## config.mk

```make
export PLATFORM = sky130hd
export DESIGN_NAME = store_unit
export DESIGN_NICKNAME = d
export VERILOG_FILES = /design/src/rtl/store_unit_pkg.sv /design/src/rtl/store_fifo.sv /design/src/rtl/store_unit.sv
export SDC_FILE = /design/constraint.sdc
export NUM_CORES = 1
export LEC_CHECK = 0
export CORE_MARGIN = 3
export CORE_UTILIZATION = 54
export DETAILED_ROUTE_END_ITERATION = 10
export GPL_TIMING_DRIVEN = 0
export MAX_ROUTING_LAYER = met4
export PLACE_DENSITY = 0.91
export SYNTH_ARGS = -nofsm -noshare
export SYNTH_HDL_FRONTEND = slang
export SYNTH_SLANG_ARGS = --single-unit
```

## constraint.sdc

```tcl
create_clock -name clk -period 5.5 [get_ports clk]
set_clock_uncertainty 0.15 [all_clocks]
set_input_delay 1.375 -clock clk [delete_from_list [all_inputs] [get_ports clk]]
set_output_delay 1.375 -clock clk [all_outputs]
set_load 0.05 [all_outputs]
```

## src/rtl/store_unit_pkg.sv

```systemverilog
// Shared types for the store unit: store-size encodings, output FSM states,
// buffered entry layout and the lane/enable helper functions.
package store_unit_pkg;

  typedef enum logic [1:0] {
    OP_SW     = 2'd0,
    OP_SB     = 2'd1,
    OP_SH     = 2'd2,
    OP_SW_ALT = 2'd3
  } store_op_e;

  typedef enum logic {
    ST_IDLE = 1'b0,
    ST_REQ  = 1'b1
  } state_e;

  // One buffered store, already in memory-port format.
  typedef struct packed {
    logic [29:0] addr;
    logic [3:0]  be;
    logic [31:0] data;
  } entry_t;

  function automatic entry_t build_entry(input logic [31:0] addr,
                                         input logic [31:0] data,
                                         input store_op_e   op);
    entry_t e;
    e.addr = addr[31:2];
    case (op)
      OP_SB: begin
        e.be   = 4'b0001 << addr[1:0];
        e.data = {4{data[7:0]}};
      end
      OP_SH: begin
        e.be   = addr[1] ? 4'b1100 : 4'b0011;
        e.data = {2{data[15:0]}};
      end
      default: begin
        e.be   = 4'b1111;
        e.data = data;
      end
    endcase
    return e;
  endfunction

  function automatic logic misaligned(input logic [1:0] lsb, input store_op_e op);
    case (op)
      OP_SB:   return 1'b0;
      OP_SH:   return lsb[0];
      default: return lsb != 2'b00;
    endcase
  endfunction

endpackage

```

## src/rtl/store_fifo.sv

```systemverilog
// Circular store buffer: DEPTH entries (power of two), pointers wrap naturally.
// The caller never pushes when full nor pops when empty.
module store_fifo
  import store_unit_pkg::*;
#(
  parameter  int DEPTH = 2,
  localparam int PW    = $clog2(DEPTH),
  localparam int CW    = $clog2(DEPTH) + 1
) (
  input  logic          clk,
  input  logic          reset,
  input  logic          push,
  input  entry_t        wdata,
  input  logic          pop,
  output entry_t        rdata,
  output logic [CW-1:0] count,
  output logic [CW-1:0] count_next
);

  logic [PW-1:0] wr_ptr_q, wr_ptr_d;
  logic [PW-1:0] rd_ptr_q, rd_ptr_d;
  logic [CW-1:0] count_q, count_d;
  entry_t        mem_q [DEPTH];

  always_comb begin
    wr_ptr_d = wr_ptr_q + PW'(push);
    rd_ptr_d = rd_ptr_q + PW'(pop);
    count_d  = count_q + CW'(push) - CW'(pop);
  end

  always_ff @(posedge clk or posedge reset) begin
    if (reset) begin
      wr_ptr_q <= '0;
      rd_ptr_q <= '0;
      count_q  <= '0;
    end else begin
      wr_ptr_q <= wr_ptr_d;
      rd_ptr_q <= rd_ptr_d;
      count_q  <= count_d;
    end
  end

  // NOTE: storage has no reset; count alone says which slots hold live stores.
  always_ff @(posedge clk) begin
    if (push) mem_q[wr_ptr_q] <= wdata;
  end

  assign rdata      = mem_q[rd_ptr_q];
  assign count      = count_q;
  assign count_next = count_d;

endmodule

```

## src/rtl/store_unit.sv

```systemverilog
// Store unit: formats pipeline stores into lane-enabled word writes, buffers
// them in store_fifo and drains them in order through a req/ack memory port.
// Optional macro STORE_ALIGN_EXC_EN rejects misaligned halfword/word stores.
module store_unit
  import store_unit_pkg::*;
#(
  parameter int DEPTH = 2
) (
  input  logic        clk,
  input  logic        reset,
  input  logic        in_valid,
  output logic        in_ready,
  input  logic [31:0] in_addr,
  input  logic [31:0] in_data,
  input  logic [1:0]  in_op,
  output logic        mem_req,
  output logic [29:0] mem_addr,
  output logic [3:0]  mem_be,
  output logic [31:0] mem_wdata,
  input  logic        mem_ack,
  output logic        empty,
  output logic        adr_exc
);

  localparam int            CW   = $clog2(DEPTH) + 1;
  localparam logic [CW-1:0] FULL = CW'(DEPTH);

  logic          push, pop;
  entry_t        in_entry, head;
  logic [CW-1:0] count, count_next;
  state_e        state_q, state_d;
  logic          in_ready_q, in_ready_d;

  assign in_entry = build_entry(in_addr, in_data, store_op_e'(in_op));

`ifdef STORE_ALIGN_EXC_EN
  logic bad_align;
  logic adr_exc_q, adr_exc_d;

  assign bad_align = misaligned(in_addr[1:0], store_op_e'(in_op));
  assign push      = in_valid && in_ready_q && !bad_align;

  always_comb adr_exc_d = in_valid && in_ready_q && bad_align;

  always_ff @(posedge clk or posedge reset) begin
    if (reset) adr_exc_q <= 1'b0;
    else       adr_exc_q <= adr_exc_d;
  end

  assign adr_exc = adr_exc_q;
`else
  assign push    = in_valid && in_ready_q;
  assign adr_exc = 1'b0;
`endif

  assign pop = (state_q == ST_REQ) && mem_ack;

  store_fifo #(.DEPTH(DEPTH)) u_fifo (
    .clk        (clk),
    .reset      (reset),
    .push       (push),
    .wdata      (in_entry),
    .pop        (pop),
    .rdata      (head),
    .count      (count),
    .count_next (count_next)
  );

  // NOTE: every combinational output gets a default first so no path infers a latch.
  always_comb begin
    state_d    = state_q;
    in_ready_d = (count_next != FULL);
    case (state_q)
      ST_IDLE: if (count != '0) state_d = ST_REQ;
      ST_REQ:  if (mem_ack && count_next == '0) state_d = ST_IDLE;
      default: state_d = ST_IDLE;
    endcase
  end

  // NOTE: registers use non-blocking assignment so all flops sample pre-edge values.
  always_ff @(posedge clk or posedge reset) begin
    if (reset) begin
      state_q    <= ST_IDLE;
      in_ready_q <= 1'b1;
    end else begin
      state_q    <= state_d;
      in_ready_q <= in_ready_d;
    end
  end

  // Memory port shows the head entry only while requesting; zero otherwise.
  always_comb begin
    mem_req   = (state_q == ST_REQ);
    mem_addr  = '0;
    mem_be    = '0;
    mem_wdata = '0;
    if (state_q == ST_REQ) begin
      mem_addr  = head.addr;
      mem_be    = head.be;
      mem_wdata = head.data;
    end
  end

  assign in_ready = in_ready_q;
  assign empty    = (count == '0) && (state_q == ST_IDLE);

endmodule

```

Word-level counts from Yosys, hierarchy flattened --
Memory sizes are Yosys's and may differ from the RTL's. Cells that the tools add are included.
Word-level totals: memories 1, memory bits (writable) 132, logic and storage cells 32, register bits 6, bits of input ports 70
Cells by class: bitwise logic cells 1, muxes and demuxes 10, add/subtract/negate cells 4, reductions and logical operators 7, equality and inequality tests 3, shift operators 1
Memories:
- u_fifo.mem_q | words 2, bits a word 66, rd ports 1, clocked after Yosys merged registers in 0, wr ports 1, RTL line store_fifo.sv:23 | entry_t mem_q [DEPTH];
Operators with widths (number):
- $pmux 36 s2 | 1
- $mux 32 | 1
- $mux 30 | 1
- $mux 4 | 2
- $logic_and 1x1->1 | 4
- $logic_not 2->1 | 2
- $mux 1 | 4
- $shl 1x2->4 const A | 1
- $add 1x1->1 | 2
- $add 2x1->2 | 1
- $eq 2x1->1 const B | 1
- $eq 2x2->1 const B | 1
- $ne 2x2->1 const B | 1
- $pmux 1 s2 | 1
- $reduce_bool 2->1 | 1
- $sub 2x1->2 | 1
- $not 1->1 | 1

Longest topological paths before layout --
Gate-level depths: netlist of run 1.
depth after elaboration 7, gate-level depth with buffers 9

Cells and area by module --
Synthesis of run 1 repeated with hierarchy kept, for this count alone.
Second synthesis, totals: cell total of the unflattened synthesis 386, area total of the unflattened synthesis 6095.8 µm²
By module, submodules not included:
- store_fifo | instances 1, sequential area each 4063.9 µm², cells each 220, area an instance 5077.4 µm²
- store_unit | instances 1, sequential area each 51.3 µm², cells each 166, area an instance 1018.5 µm²

Worst setup path before layout of run 1 --
No wires, ideal clock.
path kind input-to-reg, start in in_valid, end mem u_fifo.mem_q[1][0] in the netlist's numbering (enable), stages on the path 2, setup slack 1.777 ns, arrival time 3.141 ns, data required time 4.919 ns, setup time 0.431 ns, cell sequence and2_1 ha_1
On the way: longest elaborated chain between the ends 3
RTL lines:
- from (decl) | RTL line store_unit.sv:11 | input logic in_valid,
- $logic_and 1x1->1 | RTL line store_unit.sv:52 | assign push = in_valid && in_ready_q;
- $mux 1 | RTL line store_fifo.sv:45 | if (push) mem_q[wr_ptr_q] <= wdata;
- $mux 1 (not written as such) | RTL line store_fifo.sv:45
- to (decl) | RTL line store_fifo.sv:23
Every way passes these cells.

Worst setup path after layout of run 1 --
start reg state_q, in the netlist mem_req, end out mem_be[2]
On the way: longest elaborated chain between the ends 1
RTL lines:
- from (decl) | RTL line store_unit.sv:31 | state_e state_q, state_d;
- from (signal assigned) | RTL line store_unit.sv:86 | state_q <= state_d;
- $mux 4 | RTL line store_unit.sv:97 | if (state_q == ST_REQ) begin
- to (decl) | RTL line store_unit.sv:18 | output logic [3:0] mem_be,
Every way passes these cells.

==> metrics, run 1 <==
highest-delay cell along the critical path=clkdlybuf4s50_1; Post-DRT Antenna Nets=0; starting density of the core=0.5644; # diodes=0; PD cells=a little over 600 nW/um^2; mapped cell area=slightly below 6000 sq um; critical path type=flip-flop to output port; Worst Setup End Kind=output port; fmax=234.7 MHz; XOR/XNOR Fraction of Synth Area=0.004430; layout cells sized above 1=0.09156; clock-pin slew on the worst setup and hold paths=about 60 ps; nets=620; worst hold stages=2; run status=finished clean; Detailed Route Iter0 Violations=about 240; Tcrit/Tclk final=0.7747; CTS tree=done; total power=5.012 mW; Distinct cells, synth=28; main combinational cell family by area after synthesis=multiplexers; critical path's top delay family=buffers and inverters; initial antenna violation count=0; Final GP Congestion=~0.89; min Tclk post-route=between 4000 and 5000 ps; RSZ-0062 raised after global routing=no; Clock power frac=0.233; Max clock buf depth=2; Syn Area/Cell=between 15 and 20 sq um; HPWL after detailed placement=between 8000 and 9000 um; routed vias=3623; first-pass iteration count of the detailed router=4; post-synthesis sequential area ratio=0.6939; leakage=3.038 nW; clock root cell=clkbuf_8; Clock Sinks=approximately 140; syn nets=roughly 460; simple-gate portion of the synthesized area=0.09494; IO Pins=140; Register Area=~4100 sq um; fillers=623; Port Buf Inserts=about 140; H-tree levels=4; mux cell area share after synthesis=0.1114; Worst path max stage delay=a little under 900 ps; first-pass GRT wire length=roughly 20000 um; adder-cell share of the synthesized area=0.01266; buffer and inverter count on the worst path=3; WP depth=4; Global Route Usage Sum=0.2172; Syn Inst Count=387; Synth Area in Compound Gates=0.04198; NetSw=between 2 and 2.5 mW; CTS Buf Count=17; final hold vios=0; met2 WL=roughly 6000 um; die area=12280 sq um; max_cap viols=0; register bit total from synthesis=between 100 and 150; footprint of the multi-input gates=~1600 sq um; row cnt=37; hold_buf cts=0; Slew @ Worst Pin=952.2 ps; placed cell area=between 7000 and 8000 sq um; routed length per instance=~18 um; critical path arrival=2740 ps; R2R depth=9; Pint=between 3 and 4 mW; crit-path max FO=10; largest net degree at the start of global routing=67; Hold WC Path Type=flip-flop to flip-flop; combinational power share=0.469; switching part of the total=0.3994; DRC violations left=0; total gr overflow=0; Core Area=10510 sq um; total routed wirelength=between 10000 and 15000 um; via/cell ratio=roughly 5.2; Max IR drop VDD=0.3118 mV; vias in the first global route=approximately 3900; CP required=slightly below 4000 ps; chip height=between 100 and 150 um; setup TNS=0 ps; Syn-to-layout area delta=36.94%; Setup Fix Bufs, Post-CTS=0; Yosys Warn Count=0; WL met3=approximately 900 um; Top Layer Used=met4; fin. max-slew vios=0; post-CTS sizing=0; sequential share of power=0.299; Die Width=roughly 110 um; Worst-Skew Late Latency=~510 ps; met1 WL=5318 um; CP Launch Type=flip-flop; final instance area=8122 sq um; setup violators final=0; Max-slew headroom=0.3652; worst-path cell chain=buf_2, clkbuf_1, nor2b_1, clkdlybuf4s50_1
-- power groups by stage --
stage	combinational, mW	clock [mW]	sequential (mW)
after global placement	2.30	0	1.52
after detailed placement	2.35	0	1.51
after floorplan	1.60	0	1.52
after global routing	2.46	1.23	1.52
final	2.35	1.17	1.50
after CTS	2.37	1.18	1.50
-- cells in the mapped netlist, drive strengths merged --
master | count | area, sq um
dfrtp | 5 | 125.1
ha | 6 | 75.07
inv | 10 | 37.54
mux2i | 66 | 660.6
or3 | 1 | 6.260
dfstp | 1 | 26.28
buf | 18 | 173.9
edfxtp | 132 | 3964
and2 | 1 | 6.260
a21oi | 1 | 5.000
o21ai | 18 | 90.09
xnor2 | 3 | 26.28
o31a | 1 | 8.760
clkbuf | 7 | 26.28
nand2 | 25 | 93.84
conb | 1 | 3.750
o21bai | 2 | 15.01
or2 | 2 | 12.52
nor2b | 68 | 425.4
nand2b | 3 | 18.77
a22oi | 8 | 60.06
a22o | 8 | 70.07
-- state kept, by name, summed over array words and instances, names as in the netlist --
register	cells
u_fifo.count	2
u_fifo.wr_ptr_q	1
u_fifo.mem_q	132
mem_req	1
u_fifo.rd_ptr_q	1
in_ready	1
-- logic make-up after synthesis --
group           Yosys count
flops                   138
simple gates            100
mux                      66
compound gates           38
buf+inv                  35
fa+ha+maj                 6
xor+xnor                  3
other cells               1
-- stage by stage --
stage / std cells / setup slack [ps] / util / hold slack (ps)
5_1_grt: 693 / 1104 / 0.7728 / 548.0
4_1_cts: 693 / 1201 / 0.7728 / 504.6
3_5_place_dp: 661 / 1820 / 0.7144 / 490.8
3_3_place_gp: 661 / 509.6 / 0.7120 / 445.1
6_report: 693 / 1239 / 0.7728 / 497.9
2_1_floorplan: 387 / 1777 / - / 423.1
-- layer usage --
layer	vias to the layer above	track usage
li1	1723	-
met1	1701	0.2790
met2	174	0.3451
met3	25	0.04803
met4	0	0.07553
met5	-	-
-- final timing paths --
path                                  from              end  slack, ps
hold reg to reg            u_fifo.count[0]          mem_req        500
setup reg to reg                   mem_req          mem_req       3240
min in group asynchronous            reset  u_fifo.wr_ptr_q        950
setup / recovery                   mem_req        mem_be[2]       1240
hold / removal             u_fifo.count[0]          mem_req        500
max in group asynchronous            reset         in_ready       3990
-- tightest hold or removal path, stage by stage, from the launching register on --
cell     delay [ps]
dfrtp_1         340
or3_1           130
o31a_1          140
-- cell type report --
cell class,instances,area share
multi-input cells,214,0.1974
inverters,10,0.004622
repair buffers,138,0.1701
clock buffers,19,0.05192
clock inverters,13,0.02373
plain buffers,25,0.02465
well taps,136,0.02095
flip-flops and latches,138,0.5067
-- placed cells by master, fill, tap and decap left out, types with 4 or more instances in the layout --
cell type        netlist  layout
dfrtp_1                5       5
buf_12                 4       4
ha_1                   6       4
bufinv_16              0       4
clkbuf_16              0      16
clkbuf_1               7       9
clkdlybuf4s50_1        0     138
nand2_1               25      25
nor2b_1               68      68
o21ai_0               10      10
buf_2                  6       6
o21ai_1                8       8
a22oi_1                8       8
inv_1                 10      10
mux2i_1               66      66
edfxtp_1             132     132
buf_4                  5       5
a22o_1                 8       8
Power figures use the tool's default switching activity.
==> run 2, diff against run 1 <==
--- a/config.mk
+++ b/config.mk
@@ -6,11 +6,11 @@
 export NUM_CORES = 1
 export LEC_CHECK = 0
 export CORE_MARGIN = 3
-export CORE_UTILIZATION = 54
+export CORE_UTILIZATION = 45
 export DETAILED_ROUTE_END_ITERATION = 10
 export GPL_TIMING_DRIVEN = 0
 export MAX_ROUTING_LAYER = met4
-export PLACE_DENSITY = 0.91
+export PLACE_DENSITY = 0.81
 export SYNTH_ARGS = -nofsm -noshare
 export SYNTH_HDL_FRONTEND = slang
 export SYNTH_SLANG_ARGS = --single-unit
==> constraint.sdc (replaced) <==
create_clock -name clk -period 3.63 [get_ports clk]
set_clock_uncertainty 0.15 [all_clocks]
set_input_delay 0.9075 -clock clk [delete_from_list [all_inputs] [get_ports clk]]
set_output_delay 0.9075 -clock clk [all_outputs]
set_load 0.05 [all_outputs]
==> metrics, run 2 (synthesis results as in run 1) <==
# diodes=0 (unchanged); crit-path max FO=10 (unchanged); Worst-Skew Late Latency=400 ps (was 510 ps); IO Pins=140 (unchanged); Worst path max stage delay=810 ps (was 870 ps); total gr overflow=0 (unchanged); commonest cells after routing, fill and taps aside=edfxtp_1, clkdlybuf4s50_1, nor2b_1 (was clkdlybuf4s50_1, edfxtp_1, nor2b_1); chip height=120.8 um (was 110.8 um); Slew @ Worst Pin=563.4 ps (was 952.2 ps); H-tree levels=4 (unchanged); largest net degree at the start of global routing=48 (was 67); clock-pin slew on the worst setup and hold paths=50 ps (was 60 ps); CTS Buf Count=17 (unchanged); first-pass GRT wire length=19630 um (was 19910 um); Hold Path Origin=u_fifo.count[0] (unchanged); Global Route Usage Sum=0.1817 (was 0.2172); Post-DRT Antenna Nets=0 (unchanged); Syn-to-layout area delta=38.06% (was 36.94%); critical path arrival=2420 ps (was 2740 ps); Max IR drop VDD=0.4835 mV (was 0.3118 mV); Tcrit/Tclk final=0.9588; Worst R2R Start=mem_req (unchanged); max_cap viols=0 (unchanged); Hold WC Path Type=flip-flop to flip-flop (unchanged); Worst Setup SP=mem_req (unchanged); Worst Setup End Kind=output port (unchanged); total routed wirelength=12690 um (was 12470 um); total power=7.411 mW (was 5.012 mW); leakage=3.145 nW (was 3.038 nW); setup violators final=0 (unchanged); first-pass iteration count of the detailed router=4 (unchanged); routed length per instance=17.36 um (was 17.99 um); routed vias=3673 (was 3623); max reg flops=132 (unchanged); die area=14590 sq um (was 12280 sq um); Hold Slack=478.4 ps (was 497.9 ps); hold_buf cts=0 (unchanged); RSZ-0062 raised after global routing=no (unchanged); fmax=~290 MHz; critical path's top delay family=buffers and inverters (unchanged); worst-path cell chain=buf_2, clkbuf_1, nor2b_1, clkdlybuf4s50_1 (unchanged); via/cell ratio=5.025 (was 5.228); clock root cell=clkbuf_16 (was clkbuf_8); commonest non-fill, non-tap cell in the layout=edfxtp_1 (was clkdlybuf4s50_1); Clock Sinks=138 (unchanged); final hold vios=0 (unchanged); min Tclk post-route=roughly 3500 ps; row cnt=41 (was 37); Max clock buf depth=2 (unchanged); layout cells sized above 1=0.09839 (was 0.09156); fin. max-slew vios=0 (unchanged); CP Launch Type=flip-flop (unchanged); initial antenna violation count=0 (unchanged); CP required=2570 ps (was 3970 ps); highest-delay cell along the critical path=clkdlybuf4s50_1 (unchanged); Max-slew headroom=0.6232 (was 0.3652); DRC violations left=0 (unchanged); HPWL after detailed placement=8950 um (was 8460 um); vias in the first global route=3763 (was 3889); Detailed Route Iter0 Violations=322 (was 243); run status=finished clean (unchanged); Final GP Congestion=0.8454 (was 0.8895); CTS tree=done (unchanged); Die Width=120.8 um (was 110.8 um); nets=622 (was 620); Top reg by flops=u_fifo.mem_q (unchanged); dpl cells=699 (was 661); Core Area=12770 sq um (was 10510 sq um); critical path type=flip-flop to output port (unchanged); Port Buf Inserts=138 (unchanged); buffer and inverter count on the worst path=3 (unchanged); PD cells=905.1 nW/um^2 (was 617.1 nW/um^2); fillers=936 (was 623); Post-Layout Cell Count=731 (was 693); starting density of the core=0.4643 (was 0.5644)
run 2: changes by cell type in the layout (fill, tap and decap cells not counted), moves of 2 or more:
cell             change
bufinv_16            -3
clkdlybuf4s50_1     -11
buf_16               +2
dlymetal6s2s_1      +11
clkinv_2             +4
clkinvlp_4           +3
clkbuf_1             -2
run 2: final cells by class:
class                      instances  area, sq um  area share
tap                              172        215.2     0.02628
timing repair buffer             140         1464      0.1788
clock buffer                      17        425.4     0.05196
clock inverter                    15        127.6     0.01559
sequential                       138         4115      0.5026
buffer                            25        200.2     0.02445
multi-input combinational        214         1603      0.1958
inverter                          10        37.54    0.004584
run 2: timing repair:
item / in CTS / in global routing
setup endpoints to repair: 0 / 11
setup buffers: 0 / 0
gates resized for setup: 0 / 11
run 2: worst paths after layout:
kind / end / slack (ps) / cells after the start
setup / recovery: mem_addr[25] / 150 / 4
hold / removal: mem_req / 480 / 2
setup reg to reg: mem_req / 1390 / 9
hold reg to reg: mem_req / 480 / 2
max in group asynchronous: in_ready / 2460 / 2
min in group asynchronous: mem_req / 610 / 2
run 2: worst register-to-register path, delay by kind of cell (launching register included):
kind / cells / cell delay, ps
flops: 1 / 450
buf+inv: 3 / 320
simple gates: 1 / 150
fa+ha+maj: 2 / 460
compound gates: 1 / 250
xor+xnor: 2 / 350
run 2: where the power goes:
| part | internal, mW | total [mW] | switching [mW] |
|---|---|---|---|
| sequential | 2.17 | 2.26 | 0.0913 |
| combinational | 1.29 | 3.57 | 2.28 |
| clock | 0.939 | 1.58 | 0.639 |
| total | 4.40 | 7.41 | 3.01 |
run 2: metrics by stage:
step	TNS, ps	area, sq um	worst slack (ps)	utilization
floorplan	0	5931	374.9	-
global placement	-128370	7527	-976.2	0.5893
detailed placement	0	7607	515.0	0.5956
CTS	0	8160	66.21	0.6388
global route	0	8188	0.6355	0.6410
finish	0	8188	149.6	0.6410
run 2: metal layers:
| metal | vias to the layer above | part of all wire | global-route usage |
|---|---|---|---|
| li1 | 1731 | - | - |
| met1 | 1776 | 0.42 | 0.2306 |
| met2 | 148 | 0.50 | 0.2878 |
| met3 | 18 | 0.063 | 0.04350 |
| met4 | 0 | 0.016 | 0.06516 |
| met5 | - | 0 | - |
